## config.mk

```make
export PLATFORM = sky130hd
export DESIGN_NAME = row_sweep_controller_flat
export DESIGN_NICKNAME = d
export VERILOG_FILES = /design/src/rtl/row_sweep_controller_pkg.sv /design/src/rtl/row_sweep_controller_if.sv /design/src/rtl/row_sweep_controller_frame_tick_gen.sv /design/src/rtl/row_sweep_controller.sv /design/src/flat_wrapper.sv
export SDC_FILE = /design/constraint.sdc
export NUM_CORES = 1
export LEC_CHECK = 0
export BUFFER_PORTS_ARGS = -buffer_cell sky130_fd_sc_hd__buf_2
export CAP_MARGIN = 0
export CELL_PAD_IN_SITES_DETAIL_PLACEMENT = 1
export CELL_PAD_IN_SITES_GLOBAL_PLACEMENT = 2
export CORE_MARGIN = 5
export CORE_UTILIZATION = 37
export DETAILED_ROUTE_END_ITERATION = 7
export GPL_TIMING_DRIVEN = 0
export HOLD_SLACK_MARGIN = 0.12
export PLACE_DENSITY_LB_ADDON = 0.1
export SYNTH_ARGS = -nofsm -noshare
export SYNTH_HDL_FRONTEND = slang
export SYNTH_SLANG_ARGS = --single-unit
```

## constraint.sdc

```tcl
create_clock -name clk -period 4.72 [get_ports clk]
set_input_delay 0.708 -clock clk [delete_from_list [all_inputs] [get_ports clk]]
set_output_delay 0.708 -clock clk [all_outputs]
set_load 0.03 [all_outputs]
```

## src/rtl/row_sweep_controller_pkg.sv

```systemverilog
// Shared types and helpers for the row sweep controller: FSM states,
// sweep direction, default geometry and the segment mask builder.
package row_sweep_controller_pkg;

  localparam int unsigned ROW_WIDTH_DEF = 8;
  localparam int unsigned MAX_LEVEL_DEF = 15;

  typedef enum logic [2:0] {
    S_IDLE,
    S_LOAD,
    S_SWEEP,
    S_EVAL,
    S_COMMIT_GO,
    S_COMMIT_RES,
    S_OVER
  } state_t;

  typedef enum logic {
    DIR_RIGHT,
    DIR_LEFT
  } dir_t;

  // wid contiguous ones starting at cell pos; callers truncate to the row width
  function automatic logic [63:0] seg_mask(input int unsigned wid, input int unsigned pos);
    logic [63:0] ones;
    ones = (64'd1 << wid) - 64'd1;
    return ones << pos;
  endfunction

endpackage

```

## src/rtl/row_sweep_controller_if.sv

```systemverilog
// Player/level-FSM side bundle of the row sweep controller.
interface row_sweep_controller_if
  import row_sweep_controller_pkg::*;
#(
  parameter int unsigned ROW_WIDTH = ROW_WIDTH_DEF
);
  logic                 start;
  logic                 drop;
  logic [10:0]          speed_count;
  logic [3:0]           num_blocks;
  logic [5:0]           curr_level;
  logic                 go;
  logic                 next_signal;
  logic [ROW_WIDTH-1:0] row_mask;
  logic [ROW_WIDTH-1:0] stack_mask;
  logic [3:0]           row_idx;
  logic                 game_over;
  logic                 win;

  modport master (
    output start, drop, speed_count, num_blocks, curr_level,
    input  go, next_signal, row_mask, stack_mask, row_idx, game_over, win
  );

  modport slave (
    input  start, drop, speed_count, num_blocks, curr_level,
    output go, next_signal, row_mask, stack_mask, row_idx, game_over, win
  );
endinterface

```

## src/rtl/row_sweep_controller_frame_tick_gen.sv

```systemverilog
// Frame tick divider: one-cycle tick every FRAME_DIV clocks while enabled.
module row_sweep_controller_frame_tick_gen #(
  parameter int unsigned FRAME_DIV = 833333
) (
  input  logic clk,
  input  logic resetn,
  input  logic en,
  input  logic clr,
  output logic tick
);
  localparam int unsigned CW = (FRAME_DIV > 1) ? $clog2(FRAME_DIV) : 1;

  logic [CW-1:0] cnt;
  logic          at_end;

  assign at_end = (cnt == CW'(FRAME_DIV - 1));
  assign tick   = en && at_end;

  always_ff @(posedge clk) begin
    if (resetn || clr || !en) begin
      cnt <= '0;
    end else if (at_end) begin
      cnt <= '0;
    end else begin
      cnt <= cnt + CW'(1);
    end
  end
endmodule

```

## src/rtl/row_sweep_controller.sv

```systemverilog
// Row sweep controller: bounces the active segment across the row, captures it
// on drop, checks overlap with the stack and hands go/next_signal to the level FSM.
module row_sweep_controller
  import row_sweep_controller_pkg::*;
#(
  parameter int unsigned ROW_WIDTH = ROW_WIDTH_DEF,
  parameter int unsigned FRAME_DIV = 833333,
  parameter int unsigned MAX_LEVEL = MAX_LEVEL_DEF
) (
  input logic                  clk,
  input logic                  resetn,
  row_sweep_controller_if.slave bus
);
  localparam int unsigned PW = (ROW_WIDTH > 1) ? $clog2(ROW_WIDTH) : 1;
  localparam int unsigned WW = $clog2(ROW_WIDTH + 1);

  state_t               state, state_n;
  dir_t                 dir, dir_mv;
  logic [PW-1:0]        pos, pos_mv;
  logic [WW-1:0]        wid, wid_n;
  logic [10:0]          spd, spd_n, step;
  logic [ROW_WIDTH-1:0] row_mask, stack_mask, ov;
  logic [3:0]           row_idx;
  logic                 pass, win;
  logic                 go, next_signal, game_over;
  logic                 tick, tick_en, tick_clr;
  int unsigned          nb_c;

  assign tick_en  = (state == S_SWEEP);
  assign tick_clr = (state == S_LOAD);

  row_sweep_controller_frame_tick_gen #(
    .FRAME_DIV(FRAME_DIV)
  ) u_tick (
    .clk   (clk),
    .resetn(resetn),
    .en    (tick_en),
    .clr   (tick_clr),
    .tick  (tick)
  );

  always_ff @(posedge clk) begin
    if (resetn) state <= S_IDLE;
    else        state <= state_n;
  end

  always_comb begin
    state_n     = state;
    go          = 1'b0;
    next_signal = 1'b0;
    game_over   = 1'b0;
    unique case (state)
      S_IDLE:       if (bus.start) state_n = S_LOAD;
      S_LOAD:       state_n = S_SWEEP;
      S_SWEEP:      if (bus.drop) state_n = S_EVAL;
      S_EVAL:       state_n = S_COMMIT_GO;
      S_COMMIT_GO: begin
        go      = 1'b1;
        state_n = S_COMMIT_RES;
      end
      S_COMMIT_RES: begin
        next_signal = pass;
        state_n     = (pass && (32'(bus.curr_level) < MAX_LEVEL)) ? S_LOAD : S_OVER;
      end
      S_OVER: begin
        game_over = 1'b1;
        if (bus.start) state_n = S_LOAD;
      end
      default:      state_n = S_IDLE;
    endcase
  end

  always_comb begin
    spd_n = (bus.speed_count == '0) ? 11'd1 : bus.speed_count;
    nb_c  = 32'(bus.num_blocks);
    if (nb_c == 0)              nb_c = 1;
    else if (nb_c > ROW_WIDTH)  nb_c = ROW_WIDTH;
    wid_n = WW'(nb_c);
  end

  // Next position on a move; a full-width segment has nowhere to go
  always_comb begin
    pos_mv = pos;
    dir_mv = dir;
    if (32'(wid) != ROW_WIDTH) begin
      if (dir == DIR_RIGHT) begin
        if (32'(pos) + 32'(wid) == ROW_WIDTH) begin
          dir_mv = DIR_LEFT;
          pos_mv = pos - PW'(1);
        end else begin
          pos_mv = pos + PW'(1);
        end
      end else begin
        if (pos == '0) begin
          dir_mv = DIR_RIGHT;
          pos_mv = pos + PW'(1);
        end else begin
          pos_mv = pos - PW'(1);
        end
      end
    end
  end

  assign ov = row_mask & stack_mask;

  always_ff @(posedge clk) begin
    if (resetn) begin
      pos        <= '0;
      dir        <= DIR_RIGHT;
      step       <= '0;
      spd        <= 11'd1;
      wid        <= WW'(1);
      row_mask   <= '0;
      stack_mask <= '1;
      pass       <= 1'b0;
      win        <= 1'b0;
      row_idx    <= '0;
    end else begin
      case (state)
        S_IDLE, S_OVER: begin
          if (bus.start) begin
            stack_mask <= '1;
            row_idx    <= '0;
            win        <= 1'b0;
          end
        end
        S_LOAD: begin
          spd      <= spd_n;
          wid      <= wid_n;
          pos      <= '0;
          dir      <= DIR_RIGHT;
          step     <= spd_n - 11'd1;
          row_mask <= ROW_WIDTH'(seg_mask(32'(wid_n), 0));
        end
        S_SWEEP: begin
          // A drop freezes the pre-tick mask, so a coincident move is discarded
          if (!bus.drop && tick) begin
            if (step == '0) begin
              step     <= spd - 11'd1;
              pos      <= pos_mv;
              dir      <= dir_mv;
              row_mask <= ROW_WIDTH'(seg_mask(32'(wid), 32'(pos_mv)));
            end else begin
              step <= step - 11'd1;
            end
          end
        end
        S_EVAL: begin
          pass <= |ov;
          if (|ov) stack_mask <= ov;
        end
        S_COMMIT_RES: begin
          if (pass) begin
            if (32'(bus.curr_level) < MAX_LEVEL) begin
              if (row_idx != 4'hF) row_idx <= row_idx + 4'd1;
            end else begin
              win <= 1'b1;
            end
          end else begin
            win <= 1'b0;
          end
        end
        default: ;
      endcase
    end
  end

  assign bus.go          = go;
  assign bus.next_signal = next_signal;
  assign bus.game_over   = game_over;
  assign bus.row_mask    = row_mask;
  assign bus.stack_mask  = stack_mask;
  assign bus.row_idx     = row_idx;
  assign bus.win         = win;
endmodule

```

## src/flat_wrapper.sv

```systemverilog
// flat-port wrapper written by rule: the top's interface ports become plain ports
module row_sweep_controller_flat import row_sweep_controller_pkg::*;
#(
  parameter int unsigned ROW_WIDTH = ROW_WIDTH_DEF,
  parameter int unsigned FRAME_DIV = 833333,
  parameter int unsigned MAX_LEVEL = MAX_LEVEL_DEF
)
  (clk, resetn, bus_start, bus_drop, bus_speed_count, bus_num_blocks, bus_curr_level, bus_go, bus_next_signal, bus_row_mask, bus_stack_mask, bus_row_idx, bus_game_over, bus_win);
  row_sweep_controller_if #(.ROW_WIDTH(ROW_WIDTH)) bus_i ();
  input logic clk;
  input logic resetn;
  input wire logic [$bits(bus_i.start)-1:0] bus_start;
  input wire logic [$bits(bus_i.drop)-1:0] bus_drop;
  input wire logic [$bits(bus_i.speed_count)-1:0] bus_speed_count;
  input wire logic [$bits(bus_i.num_blocks)-1:0] bus_num_blocks;
  input wire logic [$bits(bus_i.curr_level)-1:0] bus_curr_level;
  output wire logic [$bits(bus_i.go)-1:0] bus_go;
  output wire logic [$bits(bus_i.next_signal)-1:0] bus_next_signal;
  output wire logic [$bits(bus_i.row_mask)-1:0] bus_row_mask;
  output wire logic [$bits(bus_i.stack_mask)-1:0] bus_stack_mask;
  output wire logic [$bits(bus_i.row_idx)-1:0] bus_row_idx;
  output wire logic [$bits(bus_i.game_over)-1:0] bus_game_over;
  output wire logic [$bits(bus_i.win)-1:0] bus_win;
  assign bus_i.start = bus_start;
  assign bus_i.drop = bus_drop;
  assign bus_i.speed_count = bus_speed_count;
  assign bus_i.num_blocks = bus_num_blocks;
  assign bus_i.curr_level = bus_curr_level;
  assign bus_go = bus_i.go;
  assign bus_next_signal = bus_i.next_signal;
  assign bus_row_mask = bus_i.row_mask;
  assign bus_stack_mask = bus_i.stack_mask;
  assign bus_row_idx = bus_i.row_idx;
  assign bus_game_over = bus_i.game_over;
  assign bus_win = bus_i.win;
  row_sweep_controller #(.ROW_WIDTH(ROW_WIDTH), .FRAME_DIV(FRAME_DIV), .MAX_LEVEL(MAX_LEVEL)) u_core (.clk(clk), .resetn(resetn), .bus(bus_i));
endmodule
```

==> metrics, run 1 <==
status=finished, final reports clean; WP data required=roughly 4.9 ns; Max-Cap Viols=0; hold_sp=u_core.spd[8]$_SDFFE_PP0P_; Hold WC Path Type=reg2reg; Tmin final=3.427 ns; crit path DAT=about 3.7 ns; RR Startpoint=u_core.wid[0]$_SDFFE_PP1P_; post-route cell area=approximately 5000 um^2; VDD IR-drop max=roughly 0.0003 V; Reg clk slew, reported paths=roughly 0.050 ns; switching power=~700 uW; H-tree levels=3; Total GRT Usage=20.71%; r2r setup slk=~1.3 ns; area occupied by multi-input gates=approximately 2700 um^2; crit-path most repeated cell=a21oi_1; Post-DRT Antenna Nets=0; critical path class=reg2reg; IO buf count=46; CTS root buffer=clkbuf_16; io pins=49; Pint=about 1.2 mW; commonest cells after routing, fill and taps aside=nor2_1, dfxtp_1, nand2_1, buf_2, a21oi_1; Crit Reg-Reg Endpoint=u_core.bus.row_mask[6]$_SDFFE_PP0P_; max incr delay on CP=about 0.57 ns; Slew headroom=a little over two fifths; CTS tree=yes; ant diodes=0; setup bufs post-CTS=0; Final period util=between 70% and 80%; hold-critical path endpoint=u_core.spd[8]$_SDFFE_PP0P_; sw frac=a little over a third; initial antenna violation count=0; Worst setup EP type=register; via density per instance=around 5.7; max-slew violation count=0; Max Clock Freq=a little under 300 MHz; Seq/Total Area, Yosys=roughly 34%; slowest CP cell=or4_1; setup_tns=0 ns; Synth Instances=around 570; Synth cell types=63; RSZ-0062 raised after global routing=false; synth warn=0; nets=668; die area=roughly 14000 um^2; Clock Path Buffers=2; starting DRC count in detailed routing=197; Fin. Hold Viols=0; Synth Flop Type=dfxtp_1; Total Routed Length=approximately 14000 um; DRT Pass-1 Iters=4; Reg2Reg Depth=10; DP HPWL=around 11000 um; hold-fix buffers at CTS=0; combinational fraction of design power=28.5%; largest net degree at the start of global routing=13; Finish-stage setup viols=0; Place WS=between 1 and 1.5 ns; TritonCTS buffer count=9; Starting Density=between 30% and 40%; Remaining DRCs=0; clk_skew=around 0.0080 ns; Post-synth EDFFs=0; async set-reset flop share out of synthesis=0%; hold path depth=2; placer congestion estimate=roughly 0.83; CP Max Fanout=10; grt ovf=0; row count=39; Slew @ Worst Pin=just under 0.9 ns; FF/Latch Area=about 1500 um^2; Synthesized Nets=between 600 and 700; Core ar.=between 10000 and 15000 um^2; syn avg cell area=7.605 um^2; layout cell share with drive strength beyond 1=12.15%; leading cell type in the layout, fill and taps excluded=nor2_1; #FFs+latches synth=between 70 and 80; crit-path cells=ha_1 -> fa_1 -> or4_1 -> o21a_1 -> xnor2_1 -> a21oi_1 -> buf_2 -> mux2_2 -> o31ai_1 -> a21oi_1; utilization of the core after routing=between 40% and 50%; leakage=1.902 nW; synthesized area=4358 um^2; Via Count=roughly 4400; Area after DPL=approximately 4800 um^2; nature of the critical path startpoint=register; clock share of power=between 30% and 40%; wire per inst=around 18 um; Die Height=between 100 and 150 um; Die Span X=approximately 120 um; vias in the first global route=4531; Area Overhead vs Synth=15.56%; first-pass GRT wire length=23810 um; CTS Sinks=75; PD cells=slightly below 400 nW/um^2; post-cts resize count=0; filler instances=1469; share of power burned in registers=a little under two fifths; clock latency on the worst-skew pair=about 0.35 ns; final setup margin=1.293 ns
[cells in the mapped netlist (2+ instances only)]
cell        n  share of area, %
nor3_1     21               2.4
o22ai_1     2              0.29
nor3b_1     2              0.34
o221ai_1    4              0.80
a2111oi_0   2              0.40
xor2_1     10               2.0
dfxtp_1    75                34
o211a_1     2              0.46
nand2b_1    6              0.86
and2_1      4              0.57
and3_1     12               1.7
o21a_1      2              0.34
or3_1       6              0.86
a211o_1     2              0.40
a31o_2      2              0.40
nand4_1     3              0.43
nand4b_1    2              0.40
nor2b_1     5              0.72
nor2_1     79               6.8
a311oi_1    6               1.2
mux2_2      4               1.0
o21ai_0    32               3.7
o211ai_1    4              0.69
a22oi_1     2              0.34
xnor2_1    19               3.8
buf_1       2              0.17
nor4_1      7               1.0
buf_2       5              0.57
a21oi_1    51               5.9
ha_1       12               3.4
or4_1       4              0.69
a211oi_1   13               2.2
mux2i_1     4              0.92
nand2_1    67               5.8
nand3_1    22               2.5
a221oi_1    2              0.40
clkbuf_1   24               2.1
o31ai_1     4              0.69
nor4b_1     4              0.80
inv_1      18               1.6
a31oi_1     4              0.57
[power groups by stage]
stage | Combinational, mW | Sequential [mW] | Clock, mW
6_report | 0.554 | 0.742 | 0.645
5_1_grt | 0.610 | 0.750 | 0.691
4_1_cts | 0.555 | 0.742 | 0.667
3_5_place_dp | 0.552 | 0.756 | 0
3_3_place_gp | 0.537 | 0.754 | 0
2_1_floorplan | 0.343 | 0.786 | 0
[state kept, by name, summed over array words and instances (netlist names)]
register	count
u_core.bus.win	1
u_core.pos	3
u_core.u_tick.cnt	20
u_core.bus.row_idx	4
u_core.pass	1
u_core.step	11
u_core.dir	1
u_core.bus.row_mask	8
u_core.wid	4
u_core.state	3
u_core.bus.stack_mask	8
u_core.spd	11
[through the flow]
| stage | hold slack [ns] | instances | total power [mW] |
|---|---|---|---|
| floorplan | 0.4256 | 573 | 1.129 |
| global placement | 0.4452 | 762 | 1.291 |
| detailed placement | 0.4542 | 762 | 1.308 |
| CTS | 0.4625 | 777 | 1.964 |
| global route | 0.4872 | 777 | 2.051 |
| finish | 0.4600 | 777 | 1.941 |
[layer usage]
| layer | share of wire, % | wire, um | vias up | track usage [%] |
|---|---|---|---|---|
| li1 | - | - | 2164 | - |
| met1 | 46 | 6622 | 2158 | 27.45 |
| met2 | 48 | 6768 | 71 | 33.99 |
| met3 | 4.4 | 629 | 16 | 4.728 |
| met4 | 1.6 | 221 | 0 | 5.528 |
| met5 | 0 | 0 | - | 0 |
[critical path, delay by kind of cell, from the launching register on]
family                     cells  cell delay, ns
adders and majority gates      2            0.63
and+or+nand+nor                1            0.57
AOI/OAI and AO/OA              4            0.90
DFF                            1            0.41
muxes                          1            0.38
xor gates and xnor gates       1            0.14
buffers and inverters          1            0.29
[kinds of logic (layout without fill, tap and decap cells)]
kind of cell | after synthesis | in the layout | share of synthesized area, %
fa+ha+maj | 13 | 13 | 3.905
mux | 8 | 8 | 1.952
xor+xnor | 29 | 29 | 5.828
other cells | 1 | 1 | 0.08605
simple gates | 248 | 248 | 27.07
compound gates | 150 | 150 | 22.34
buf+inv | 49 | 110 | 4.364
flops | 75 | 75 | 34.45
[worst max-delay path by stage]
stage	cells past startpoint	to	slack, ns	startpoint
finish	10	u_core.bus.row_mask[6]$_SDFFE_PP0P_	1.29	u_core.wid[0]$_SDFFE_PP1P_
CTS	10	u_core.bus.row_mask[6]$_SDFFE_PP0P_	1.30	u_core.wid[0]$_SDFFE_PP1P_
floorplan	10	u_core.bus.row_mask[6]$_SDFFE_PP0P_	1.66	u_core.wid[0]$_SDFFE_PP1P_
detailed placement	10	u_core.bus.row_mask[6]$_SDFFE_PP0P_	1.33	u_core.wid[0]$_SDFFE_PP1P_
global placement	10	u_core.bus.row_mask[6]$_SDFFE_PP0P_	1.41	u_core.wid[0]$_SDFFE_PP1P_
global route	13	u_core.bus.row_mask[4]$_SDFFE_PP0P_	1.09	u_core.wid[1]$_SDFFE_PP0P_
[final cells by class]
class                           count  share of cell area (%)
Multi-Input combinational cell    449                   52.94
Sequential cell                    75                   29.81
Buffer                             31                   2.435
Tap cell                          143                   3.553
Timing Repair Buffer               46                   4.571
Clock inverter                      4                  0.5217
Clock buffer                       11                   4.820
Inverter                           18                   1.342
Note: power is estimated with default switching activity, not from simulation.
==> inputs of run 2 (changes only) <==
--- a/config.mk
+++ b/config.mk
@@ -10,7 +10,7 @@
 export CELL_PAD_IN_SITES_DETAIL_PLACEMENT = 1
 export CELL_PAD_IN_SITES_GLOBAL_PLACEMENT = 2
 export CORE_MARGIN = 5
-export CORE_UTILIZATION = 37
+export CORE_UTILIZATION = 31
 export DETAILED_ROUTE_END_ITERATION = 7
 export GPL_TIMING_DRIVEN = 0
 export HOLD_SLACK_MARGIN = 0.12
==> constraint.sdc (replaced) <==
create_clock -name clk -period 3.1 [get_ports clk]
set_input_delay 0.465 -clock clk [delete_from_list [all_inputs] [get_ports clk]]
set_output_delay 0.465 -clock clk [all_outputs]
set_load 0.03 [all_outputs]
==> metrics, run 2 (synthesis gave the netlist of run 1 again) <==
status=finished, final reports clean; register bank with the most flops=u_core.u_tick.cnt; Slew @ Worst Pin=0.7593 ns (-0.1147 ns); Core ar.=13830 um^2 (+21%); CP Max Fanout=10 (unchanged); nets=672 (+0.60%); Tmin final=2.997 ns (-0.4307 ns); Die Height=128.6 um (+8.5%); largest net degree at the start of global routing=14 (+1); initial antenna violation count=0 (unchanged); CTS root buffer=clkbuf_16; Fin. Hold Viols=0 (unchanged); Remaining DRCs=0 (unchanged); VDD IR-drop max=0.0002363 V (-20%); Area after DPL=4813 um^2 (+0.97%); ant diodes=0 (unchanged); CTS tree=yes; commonest cells after routing, fill and taps aside=nor2_1, dfxtp_1, nand2_1, buf_2, a21oi_1; PD cells=576.1 nW/um^2 (+49%); DRT Pass-1 Iters=4 (unchanged); combinational fraction of design power=29.0% (+0.5 points); first-pass GRT wire length=24720 um (+3.9%); Starting Density=31.52% (-6.5 points); row count=43 (+10%); clock latency on the worst-skew pair=0.34 ns (about the same); filler instances=1696 (+15%); max-slew violation count=0 (unchanged); IO buf count=46 (unchanged); Max-Cap Viols=0 (unchanged); sw frac=36.66% (+0.39 points); switching power=1.101 mW (+56%); crit path DAT=3.21 ns (-0.44 ns); Post-DRT Antenna Nets=0 (unchanged); Max Clock Freq=333.7 MHz (+14%); leakage=1.959 nW (+3.0%); Total GRT Usage=18.58% (-2.1 points); Hold WS=0.3891 ns (-0.07098 ns); placer congestion estimate=0.8333 (about the same); Area Overhead vs Synth=19.61%; io pins=49 (unchanged); max FFs per register=20 (unchanged); Final period util=96.66% (+24 points); Hold WC Path Type=in2reg; Via Count=4416 (+0.16%); r2r setup slk=0.10 ns (-1.19 ns); Clock Path Buffers=2 (unchanged); Reg clk slew, reported paths=0.06 ns (about the same); Slew headroom=49.38% (+7.8 points); Worst setup EP type=register; nature of the critical path startpoint=register; starting DRC count in detailed routing=221 (+12%); vias in the first global route=4663 (+2.9%); H-tree levels=3 (unchanged); WP data required=3.31 ns (-1.63 ns); CTS Sinks=75 (unchanged); clk_skew=0.01179 ns (+0.003794 ns); Pint=1.902 mW (+54%); wire per inst=18.10 um (-1.2%); grt ovf=0 (unchanged); Largest regs=u_core.u_tick.cnt x20, u_core.spd x11, u_core.step x11; hold-fix buffers at CTS=0 (unchanged); Finish-stage setup viols=0 (unchanged); TritonCTS buffer count=9 (unchanged); Total Routed Length=14830 um (+4.1%); die area=16530 um^2 (+18%); share of power burned in registers=37.7% (-0.5 points); critical path class=reg2reg; DP HPWL=11070 um (+4.3%); utilization of the core after routing=37.70% (-6.2 points); post-route cell area=5213 um^2 (+3.5%); layout cell share with drive strength beyond 1=15.96% (+3.8 points); Die Span X=128.6 um (+8.5%); via density per instance=5.392 (-5.0%); leading cell type in the layout, fill and taps excluded=nor2_1; clock share of power=33.4% (+0.2 points); setup_tns=0 ns (unchanged)
run 2: final cells by class:
cell class	instances	area (um^2)	share of cell area, %
buffer	31	140.1	2.688
clock buffer	10	239.0	4.585
clock inverter	6	40.04	0.7681
inverter	18	67.56	1.296
multi-input combinational	449	2736	52.50
sequential	75	1504	28.85
tap	180	225.2	4.321
timing repair buffer	50	260.3	4.993
run 2: through the flow:
step	total power [mW]	cells	setup slack (ns)
finish	3.003	819	0.1035
global route	3.183	819	-0.004236
CTS	3.011	816	0.008486
detailed placement	1.996	799	-0.2505
global placement	1.978	799	-0.2134
floorplan	1.719	573	0.03629
run 2: power groups by stage:
stage               clock, mW  sequential [mW]  combinational (mW)
floorplan                   0             1.20               0.522
global placement            0             1.15               0.829
detailed placement          0             1.15               0.845
CTS                      1.03             1.13               0.854
global route             1.08             1.14               0.963
finish                   1.00             1.13               0.870
run 2: path summary, 6_finish.rpt:
kind | from | endpoint | cells past startpoint
min | bus_speed_count[5] | u_core.spd[5]$_SDFFE_PP0P_ | 3
max | u_core.wid[0]$_SDFFE_PP1P_ | u_core.bus.row_mask[6]$_SDFFE_PP0P_ | 10
min reg2reg | u_core.spd[8]$_SDFFE_PP0P_ | u_core.spd[8]$_SDFFE_PP0P_ | 2
max reg2reg | u_core.wid[0]$_SDFFE_PP1P_ | u_core.bus.row_mask[6]$_SDFFE_PP0P_ | 10
run 2: routing by layer:
layer | up-vias | track usage [%] | share of wire, %
met1 | 2167 | 24.80 | 49
met4 | 0 | 5.127 | 1.6
met5 | - | 0 | 0
met3 | 16 | 3.445 | 3.0
li1 | 2174 | - | -
met2 | 59 | 30.83 | 47
run 2: repair_timing:
action | 4_1_cts | 5_1_grt
setup buffers | 1 | 3
endpoints found under the hold margin | 0 | 0
resized for setup | 10 | 20
setup endpoints to repair | 7 | 17
pin swaps | 1 | 5
run 2: critical path: stages (launching register included):
cell	delay, ns
dfxtp_2	0.37
ha_2	0.19
fa_1	0.41
or4_4	0.54
o21a_4	0.23
xnor2_1	0.13
a21oi_2	0.17
buf_6	0.16
mux2_2	0.35
o31ai_1	0.22
a21oi_1	0.10
